**src/rtl/multu_seq_unit.sv**
```systemverilog
// Sequential unsigned WIDTHxWIDTH multiplier with HI/LO result registers.
// Shift-add, one multiplier bit per cycle; MFHI/MFLO served via op.
module multu_seq_unit #(
    parameter int WIDTH = 32
) (
    input  logic             clk,
    input  logic             rst,
    input  logic             start,
    input  logic [WIDTH-1:0] a,
    input  logic [WIDTH-1:0] b,
    input  logic [2:0]       op,
    output logic             busy,
    output logic             done,
    output logic [WIDTH-1:0] hi,
    output logic [WIDTH-1:0] lo,
    output logic [WIDTH-1:0] data_out
);

    localparam int CW = $clog2(WIDTH + 1);
    localparam int AW = 2 * WIDTH + 1;

    localparam logic [0:0] S_IDLE = 1'b0;
    localparam logic [0:0] S_RUN  = 1'b1;

    localparam logic [2:0] OP_MFHI = 3'b100;
    localparam logic [2:0] OP_MFLO = 3'b101;

    localparam logic [CW-1:0] LAST = CW'(WIDTH - 1);

    logic [0:0]       state_q, state_d;
    logic             start_q;
    logic             busy_q, busy_d;
    logic             done_q, done_d;
    logic [WIDTH-1:0] hi_q, hi_d;
    logic [WIDTH-1:0] lo_q, lo_d;
    logic [CW-1:0]    count_q, count_d;
    logic [WIDTH-1:0] mcand_q, mcand_d;
    logic [AW-1:0]    acc_q, acc_d;

    logic             launch;
    logic [WIDTH:0]   addend;
    logic [WIDTH:0]   upper;
    logic [AW-1:0]    acc_step;

    // Launch only on a fresh rising edge of the level enable.
    assign launch = (state_q == S_IDLE) && start && !start_q;

    // Upper half keeps its carry; the shift pulls it back into range.
    always_comb begin
        addend   = acc_q[0] ? {1'b0, mcand_q} : '0;
        upper    = acc_q[AW-1:WIDTH] + addend;
        acc_step = {upper, acc_q[WIDTH-1:0]} >> 1;
    end

    always_comb begin
        state_d = state_q;
        busy_d  = busy_q;
        done_d  = 1'b0;
        hi_d    = hi_q;
        lo_d    = lo_q;
        count_d = count_q;
        mcand_d = mcand_q;
        acc_d   = acc_q;
        case (state_q)
            S_IDLE: begin
                if (launch) begin
                    mcand_d = a;
                    acc_d   = {{(WIDTH + 1){1'b0}}, b};
                    count_d = '0;
                    busy_d  = 1'b1;
                    state_d = S_RUN;
                end
            end
            S_RUN: begin
                acc_d   = acc_step;
                count_d = count_q + CW'(1);
                if (count_q == LAST) begin
                    hi_d    = acc_step[2*WIDTH-1:WIDTH];
                    lo_d    = acc_step[WIDTH-1:0];
                    done_d  = 1'b1;
                    busy_d  = 1'b0;
                    state_d = S_IDLE;
                end
            end
            default: begin
                state_d = S_IDLE;
                busy_d  = 1'b0;
            end
        endcase
    end

    always_ff @(posedge clk) begin
        if (rst) begin
            state_q <= S_IDLE;
            start_q <= 1'b0;
            busy_q  <= 1'b0;
            done_q  <= 1'b0;
            hi_q    <= '0;
            lo_q    <= '0;
            count_q <= '0;
            mcand_q <= '0;
            acc_q   <= '0;
        end else begin
            state_q <= state_d;
            start_q <= start;
            busy_q  <= busy_d;
            done_q  <= done_d;
            hi_q    <= hi_d;
            lo_q    <= lo_d;
            count_q <= count_d;
            mcand_q <= mcand_d;
            acc_q   <= acc_d;
        end
    end

    always_comb begin
        data_out = '0;
        if (op == OP_MFHI) begin
            data_out = hi_q;
        end else if (op == OP_MFLO) begin
            data_out = lo_q;
        end
    end

    assign busy = busy_q;
    assign done = done_q;
    assign hi   = hi_q;
    assign lo   = lo_q;

endmodule

```
**config.mk**
```make
export PLATFORM = sky130hd
export DESIGN_NAME = multu_seq_unit
export DESIGN_NICKNAME = d
export VERILOG_FILES = /design/src/rtl/multu_seq_unit.sv
export SDC_FILE = /design/constraint.sdc
export NUM_CORES = 1
export LEC_CHECK = 0
export ABC_AREA = 1
export BUFFER_PORTS_ARGS = -buffer_cell sky130_fd_sc_hd__buf_2
export CORE_ASPECT_RATIO = 0.9
export CORE_UTILIZATION = 52
export CTS_BUF_LIST = sky130_fd_sc_hd__clkbuf_4
export DETAILED_ROUTE_END_ITERATION = 10
export PLACE_DENSITY = 0.78
export SYNTH_ARGS = -nofsm -noshare
export SYNTH_HDL_FRONTEND = slang
export SYNTH_SLANG_ARGS = --single-unit
```
**constraint.sdc**
```tcl
create_clock -name clk -period 2.6 [get_ports clk]
set_clock_uncertainty 0.1 [all_clocks]
set_input_delay 0.26 -clock clk [delete_from_list [all_inputs] [get_ports clk]]
set_output_delay 0.26 -clock clk [all_outputs]
set_load 0.02 [all_outputs]
```
---- Word level (Yosys, flattened, before mapping) ----
Cells that the tools add are included.
W data, S select, Z words.
storage, ports and cells
  bits in registers ....................... 171
  word-level logic and storage cells ...... 38
operators by class
  bitwise gates (word level) .............. 1
  muxes and demuxes ....................... 14
  reductions and logical operators ........ 7
  add/subtract/negate cells ............... 2
  equality and inequality tests ........... 5
operator list
  kind                   count
  $pmux W65 S2           1
  $mux W32               3
  $mux W65               1
  $add A33 B32 Y33       1
  $pmux W6 S2            1
  $add A6 B1 Y6 const B  1
  $eq A3 B3 Y1 const B   2
  $eq A6 B5 Y1 const B   1
  $mux W6                1
  $reduce_and A2 Y1      3
  $mux W1                5
  $pmux W1 S2            2
  $logic_and A1 B1 Y1    2
  $ne A2 B1 Y1 const B   1
  $ne A2 B2 Y1 const B   1
  $reduce_or A2 Y1       1
  $logic_not A1 Y1       1
  $not A1 Y1             1

---- Longest topological paths before layout ----
Gate-level depths: netlist of run 1.
  depth after elaboration ................. 5
  depth in mapped cells ................... 18
  gate-level depth less buffers ........... 16

---- Worst setup path after synthesis of run 1 ----
OpenSTA, ideal clock, no wires.
  path kind ............................... register -> register
  start ................................... reg acc_q[0]
  end ..................................... reg acc_q[63]
  cell stages (with the launch flop) ...... 19
  arrival time ............................ 2304 ps
  data required time ...................... 2430 ps
  library setup time ...................... 70 ps
  buffers on the path ..................... 2
  path slack .............................. 125 ps
  path through ............................ dfxtp_1 clkbuf_1 clkbuf_1 nand2_1 inv_1 ha_1 inv_1 fa_1 inv_1 nand3_1 nand3_1 nand2_1 nand2_1 nand2_1 nand2_1 nand2_1 nand2_1 nand2_1 a21oi_1
between the ends
  longest elaborated chain between the ends .. 3
RTL lines
  element                 line  text
  start, declared         38    logic [AW-1:0] acc_q, acc_d;
  start signal, assigned  102   acc_q <= '0;
  start signal, assigned  112   acc_q <= acc_d;
  $mux W32                50    addend = acc_q[0] ? {1'b0, mcand_q} : '0;
  $add A33 B32 Y33        51    upper = acc_q[AW-1:WIDTH] + addend;
  $pmux W65 S2            64    case (state_q)
No other way between the ends.
A chain may end at the register's enable or synchronous reset.

---- Worst setup path in the final report of run 1 ----
  start ................................... reg acc_q[0]
  end ..................................... reg hi_q[11], in the netlist hi[11]
between the ends
  longest elaborated chain between the ends .. 2
RTL lines
  element               line  text
  $mux W32              50
  $add A33 B32 Y33      51
  end signal, assigned  108   hi_q <= hi_d;
  end, declared         34    logic [WIDTH-1:0] hi_q, hi_d;
No other way between the ends.

==> reports/qor.txt, run 1 <==
Layout area overhead -> 22.3%
Switching Share -> 30.8%
Avg Vias per Cell -> 5.19
Max VDD drop -> 0.405 mV
Comb power frac -> 10.9%
Synth Cell Area -> 8950 um^2
router iterations before antenna repair -> 5
GP Congestion -> 0.988
clock-pin slew on the worst setup and hold paths -> 0.16 ns
Post-Place Cells -> 1,720
CORE AREA -> 16,800 um^2
syn_nets -> 1,487
data arrival time of the worst path -> 2.77 ns
Largest stage delay, worst path -> 0.37 ns
Die ar. -> 17,700 um^2
Synth Area per Inst -> 6.47 um^2
layout cell share with drive strength beyond 1 -> 14.7%
number of synthesized flops with an enable pin -> 0
Worst Setup Start Kind -> register
Max Slew Vio Count -> 0
top-area cell type share of the netlist area -> 38.0%
die height -> 126 um
num rows -> 45
Post-CTS Setup Inserts -> 0
Pleak -> 0.00554 uW
First DRT Iteration DRCs -> 908
critical-path cell list -> buf_12 > nand2_1 > inv_1 > ha_1 > nand2_1 > inv_1 > a21oi_1 > nand3_1 > or2_2 > nand3_1 > o21ai_0
Primary FF master, synth -> dfxtp_1
synth cell count leaders -> 452 x nand2_1, 210 x inv_1, 170 x dfxtp_1
post-synthesis register bit count -> 170
fmax -> 422 MHz
Slew @ Worst Pin -> 0.660 ns
largest net degree at the start of global routing -> 49
Setup WS post-layout -> 0.228 ns
Period minus WS final -> 2.37 ns
Setup-failing EPs final -> 0
initial antenna violation count -> 0
outcome -> completed
maximum clock insertion buffer count -> 2
synthesized instance count -> 1,383
Final Instance Area -> 10,900 um^2
Worst EP required -> 3.00 ns
Die Span X -> 140 um
first-pass GRT wire length -> 43.5 mm
Avg WL per Cell -> 14.8 um
worst min path class -> primary input to register
library cells used by synthesis -> 36
cell-internal power -> 3360 uW
final worst-path cycle share -> 91.2%
Vias -> 9,435
Placed Area -> 9980 um^2
detailed-route DRC error count -> 0
Final Non-Filler Cells -> 1,817
Worst setup EP type -> register
Port Buf Inserts -> 167
P_sw -> 1490 uW
# nets final -> 1,697
CP max stage cell -> dfxtp_2
Synth area leader -> dfxtp_1
H-tree depth -> 4
# IOs -> 168
Congestion Overflow GR -> 0
largest cells by area after synthesis -> dfxtp_1 38%, nand2_1 19%, inv_1 8.8%
final hold violation count -> 0
Place WS -> 0.189 ns
Clk pwr share -> 32.4%
critical path fanouts, max -> 29
Post-Route Setup TNS -> 0 ns
count leader, synth -> nand2_1
Yosys Warn Count -> 0
max cap viols -> 0
clk sink count -> 170
post-synthesis sequential area ratio -> 38.0%
CTS tree -> done
total power -> 4860 uW
hpwl dp -> 19.4 mm
Global Route Usage Sum -> 30.9%
vias in the first global route -> 8,610
Skew-Pair Late Insertion Delay -> 0.59 ns
CP Class -> register to register
Crit path buffers/inverters -> 3
ant diodes -> 0
Async SR Flop Fraction -> 0%
sequential share of power -> 56.8%
relative slew slack -> 55.9%
antenna viol nets, final -> 0
CTS Root Cell -> clkbuf_4
RSZ-0062 raised after global routing -> no
Power Dens Cells -> 444 nW/um^2
Post-Route WL -> 26.8 mm
Initial Utilization -> 53.2%
top cell family by delay on the critical path -> simple AND/OR/NAND/NOR gates
Num CTS Buffers -> 17
[cells by family (layout without fill, tap and decap cells)]
| logic type | after synthesis | after routing | synth area share, % |
|---|---|---|---|
| AND/OR/NAND/NOR | 672 | 672 | 30.4 |
| AO/OA/AOI/OAI | 222 | 222 | 13.5 |
| XOR/XNOR | 13 | 13 | 1.27 |
| adder cells (fa/ha/maj) | 34 | 34 | 4.84 |
| flip-flops | 170 | 170 | 38.0 |
| buffers and inverters | 272 | 495 | 12.0 |
[worst paths after layout]
path                                       startpoint             endpoint  slack, ns  depth (start not counted)
worst min register to register    hi[29]$_SDFFE_PP0P_  hi[29]$_SDFFE_PP0P_       0.38                          2
worst max-delay path            acc_q[0]$_SDFFE_PP0P_  hi[11]$_SDFFE_PP0P_       0.23                         11
worst max register to register  acc_q[0]$_SDFFE_PP0P_  hi[11]$_SDFFE_PP0P_       0.23                         11
worst min-delay path                              rst      done$_SDFF_PP0_       0.08                          3
[power by group through the flow]
stage | clock network (uW) | registers, uW | logic [uW]
5_1_grt | 1690 | 2770 | 582
6_report | 1570 | 2760 | 528
2_1_floorplan | 0 | 2790 | 287
4_1_cts | 1590 | 2760 | 521
3_5_place_dp | 0 | 2810 | 445
3_3_place_gp | 0 | 2810 | 437
[routing by layer]
layer	up-vias	part of all wire, %	track usage [%]
met5	-	0	0
li1	4761	-	-
met1	4189	46	44.5
met4	0	1.8	7.11
met3	36	9.8	6.61
met2	449	42	47.0
[worst register-to-register path: stages (launching register included)]
cell	delay, ns
dfxtp_2	0.37
buf_12	0.16
nand2_1	0.08
inv_1	0.04
ha_1	0.35
nand2_1	0.14
inv_1	0.06
a21oi_1	0.27
nand3_1	0.22
or2_2	0.33
nand3_1	0.09
o21ai_0	0.08
[cell type report]
cell class              instances  area [um^2]
flip-flops and latches        170         3410
repair buffers                251         1680
fillers                      1544         5890
inverters                     212          796
well taps                     211          264
multi-input cells             941         4500
clock inverters                15          175
clock buffers                  17          128
[metrics by stage]
stage                     utilization [%]  hold WS (ns)
after CTS                            65.0        0.0378
after global placement               59.3         0.347
final                                65.0        0.0808
after global routing                 65.0        0.0533
after floorplan                         -         0.294
after detailed placement             59.3         0.361
[placed cells by master (no fill, tap or decap), types with 3 or more instances in the layout]
cell type      instances
or2_2                  5
nand3_2                3
ha_1                  32
a21oi_1               63
nand2_1              451
dfxtp_1              168
o21ai_1               16
nand4_1                3
o22ai_1               27
o21ai_0               79
nand3_1               73
dlygate4sd3_1         65
buf_4                 15
a31oi_1               25
nor3_1                 8
xnor2_1                5
o21bai_1               3
xor2_1                 8
inv_6                  3
clkbuf_4              17
nand3b_1               6
buf_12                 4
clkinv_8               5
buf_2                167
inv_8                  4
a22oi_1                7
nor2_1               114
inv_1                210
[timing repair]
action | in CTS | in global routing
setup endpoints to repair | 0 | 15
endpoints found under the hold margin | 65 | 0
hold buffers | 65 | 0
gates resized for setup | 0 | 3
[flip-flops by register name (all words and copies together) (netlist names)]
register,flops
acc_q,64
busy,1
count_q,6
done,1
hi,32
lo,32
mcand_q,32
start_q,1
state_q,1
Power figures use the tool's default switching activity.
==> inputs of run 2 (changes only) <==
Settings changed: BUFFER_PORTS_ARGS -buffer_cell sky130_fd_sc_hd__buf_2 to not set, CORE_UTILIZATION 52 to 60, DONT_BUFFER_PORTS set to 1, PLACE_DENSITY 0.78 to 0.79.
==> run 2 against run 1 <==
Cell count decreased by 7.4%. Die area down 13%. First-iteration DRC count down 0.44%. Core utilization grew 8.3 points. Sequential power hardly changed. Via count fell by 2.5%. Global-route usage grew 5.7 points. Power down 1.0%. Register-to-register slack lost 0.11 ns.
==> reports/qor.txt, run 2 (synthesis gave the netlist of run 1 again) <==
outcome -> completed
data arrival time of the worst path -> 2.94 ns (+0.17 ns)
Vias -> 9,197 (-2.5%)
CP max stage cell -> dlygate4sd3_1
vias in the first global route -> 8,657 (+0.55%)
total power -> 4810 uW (-1.0%)
First DRT Iteration DRCs -> 904 (-0.44%)
Post-Route WL -> 27.6 mm (+2.8%)
maximum clock insertion buffer count -> 2 (unchanged)
GP Congestion -> 0.993 (+0.52%)
Reg2Reg Depth -> 6 (-5)
Avg WL per Cell -> 16.4 um (+11%)
Layout area overhead -> 17.3%
Skew-Pair Late Insertion Delay -> 0.60 ns (about the same)
Pleak -> 0.00500 uW (-9.7%)
num rows -> 41 (-8.9%)
max cap viols -> 0 (unchanged)
Port Buf Inserts -> 0 (-100%)
ant diodes -> 0 (unchanged)
initial antenna violation count -> 0 (unchanged)
CTS tree -> done
largest net degree at the start of global routing -> 71 (+45%)
Largest stage delay, worst path -> 0.58 ns (+0.21 ns)
Avg Vias per Cell -> 5.47 (+5.3%)
antenna viol nets, final -> 0 (unchanged)
worst min path class -> primary input to register
WHS Endpoint -> mcand_q[27]$_SDFFE_PP0P_
critical path fanouts, max -> 35 (+21%)
H-tree depth -> 4 (unchanged)
worst reg2reg path endpoint -> acc_q[29]$_SDFFE_PP0P_
max FFs per register -> 64 (unchanged)
Worst setup EP type -> register
Worst EP required -> 3.06 ns (+0.06 ns)
Crit path buffers/inverters -> 3 (unchanged)
Congestion Overflow GR -> 0 (unchanged)
Max Slew Vio Count -> 0 (unchanged)
CTS Root Cell -> clkbuf_4
Setup WS post-layout -> 0.118 ns (-0.109 ns)
Place WS -> 0.0973 ns (-0.0918 ns)
Die ar. -> 15,400 um^2 (-13%)
R2R Setup Slk -> 0.12 ns (-0.11 ns)
clk sink count -> 170 (unchanged)
Initial Utilization -> 62.5% (+9.4 points)
RSZ-0062 raised after global routing -> no
final hold violation count -> 0 (unchanged)
Max VDD drop -> 0.411 mV (+1.7%)
clock-pin slew on the worst setup and hold paths -> 0.16 ns (about the same)
Setup-failing EPs final -> 0 (unchanged)
Global Route Usage Sum -> 36.6% (+5.7 points)
most used cell, CP -> buf_6
die height -> 118 um (-6.8%)
critical-path cell list -> nor3_4 > buf_6 > buf_6 > nand2_1 > a31oi_1 > dlygate4sd3_1
Power Dens Cells -> 458 nW/um^2 (+3.3%)
fmax -> 403 MHz (-4.4%)
CP Class -> register to register
Placed Area -> 9350 um^2 (-6.4%)
HP Start -> a[27]
first-pass GRT wire length -> 43.5 mm (unchanged)
FF-to-FF Start -> state_q$_SDFF_PP0_
detailed-route DRC error count -> 0 (unchanged)
Hold Path Depth -> 3 (unchanged)
Post-Route Setup TNS -> 0 ns (unchanged)
final worst-path cycle share -> 95.4% (+4.2 points)
relative slew slack -> 44.5% (-11 points)
Worst Setup Start Kind -> register
Period minus WS final -> 2.48 ns (+0.109 ns)
Final Instance Area -> 10,500 um^2 (-4.1%)
layout cell share with drive strength beyond 1 -> 6.72% (-8.0 points)
Num CTS Buffers -> 17 (unchanged)
# IOs -> 168 (unchanged)
CORE AREA -> 14,300 um^2 (-15%)
hpwl dp -> 18.5 mm (-4.6%)
top cell family by delay on the critical path -> buffers and inverters
Layout fillers -> 1,135 (-26%)
Min Hold Slack -> 0.256 ns (+0.175 ns)
most flop-heavy register -> acc_q
most frequent cells in the layout -> 450 x nand2_1, 210 x inv_1, 168 x dfxtp_1
Die Span X -> 131 um (-6.8%)
router iterations before antenna repair -> 8 (+3)
Slew @ Worst Pin -> 0.830 ns (+0.170 ns)
most common cell after layout, fill and taps aside -> nand2_1
# nets final -> 1,580 (-6.9%)
Post-CTS Setup Inserts -> 0 (unchanged)
-- run 2: cell count changes in the layout (fill, tap and decap cells not counted), moves of 2 or more --
cell / before / now
clkinv_1: 1 / 3
buf_6: 0 / 2
buf_4: 15 / 45
dlygate4sd3_1: 65 / 83
clkinv_4: 2 / 4
buf_2: 167 / 0
clkinv_8: 5 / 0
inv_8: 4 / 2
-- run 2: area by class of cell --
cell class	count	area, um^2	area share [%]
multi-input cells	941	4500	42.9
flip-flops and latches	170	3410	32.5
repair buffers	134	1280	12.2
inverters	212	796	7.58
well taps	193	241	2.30
clock buffers	18	135	1.29
clock inverters	14	135	1.29
-- run 2: where the power goes --
group	internal, uW	leakage (uW)	switching (uW)
clock network	508	0.000151	1020
logic	206	0.00346	317
registers	2690	0.00138	66.8
total	3410	0.00500	1400
-- run 2: per-stage QoR --
| stage | util (%) | instances |
|---|---|---|
| 2_1_floorplan | - | 1383 |
| 3_3_place_gp | 65.3 | 1566 |
| 3_5_place_dp | 65.3 | 1566 |
| 4_1_cts | 73.2 | 1682 |
| 5_1_grt | 73.3 | 1682 |
| 6_report | 73.3 | 1682 |
-- run 2: how the worst max path moves through the flow --
stage,endpoint,depth (start not counted),startpoint,slack (ns)
3_3_place_gp,acc_q[39]$_SDFFE_PP0P_,13,acc_q[0]$_SDFFE_PP0P_,0.18
3_5_place_dp,acc_q[39]$_SDFFE_PP0P_,13,acc_q[0]$_SDFFE_PP0P_,0.1
2_1_floorplan,acc_q[63]$_SDFFE_PP0P_,18,acc_q[0]$_SDFFE_PP0P_,0.13
6_report,acc_q[29]$_SDFFE_PP0P_,6,state_q$_SDFF_PP0_,0.12
5_1_grt,acc_q[63]$_SDFFE_PP0P_,16,acc_q[0]$_SDFFE_PP0P_,0.005
4_1_cts,acc_q[39]$_SDFFE_PP0P_,13,acc_q[0]$_SDFFE_PP0P_,0.05
-- run 2: tightest hold or removal path: cells and delay by family --
kind                   cells  cell delay, ns
buffers and inverters      1            0.52
AND/OR/NAND/NOR            2            0.14
-- run 2: what timing repair did --
| action | CTS | global route |
|---|---|---|
| resized for setup | 0 | 6 |
| endpoints found under the hold margin | 139 | 0 |
| endpoints found under the setup margin | 0 | 35 |
| hold buffers | 84 | 0 |
-- run 2: metal layers --
layer | up-vias | wire, um | share of wire [%] | track usage [%]
met1 | 4140 | 12000 | 43 | 49.3
met2 | 470 | 12000 | 44 | 56.0
met3 | 52 | 2990 | 11 | 10.2
met4 | 0 | 558 | 2.0 | 12.1
met5 | - | 0 | 0 | 0
li1 | 4535 | - | - | -
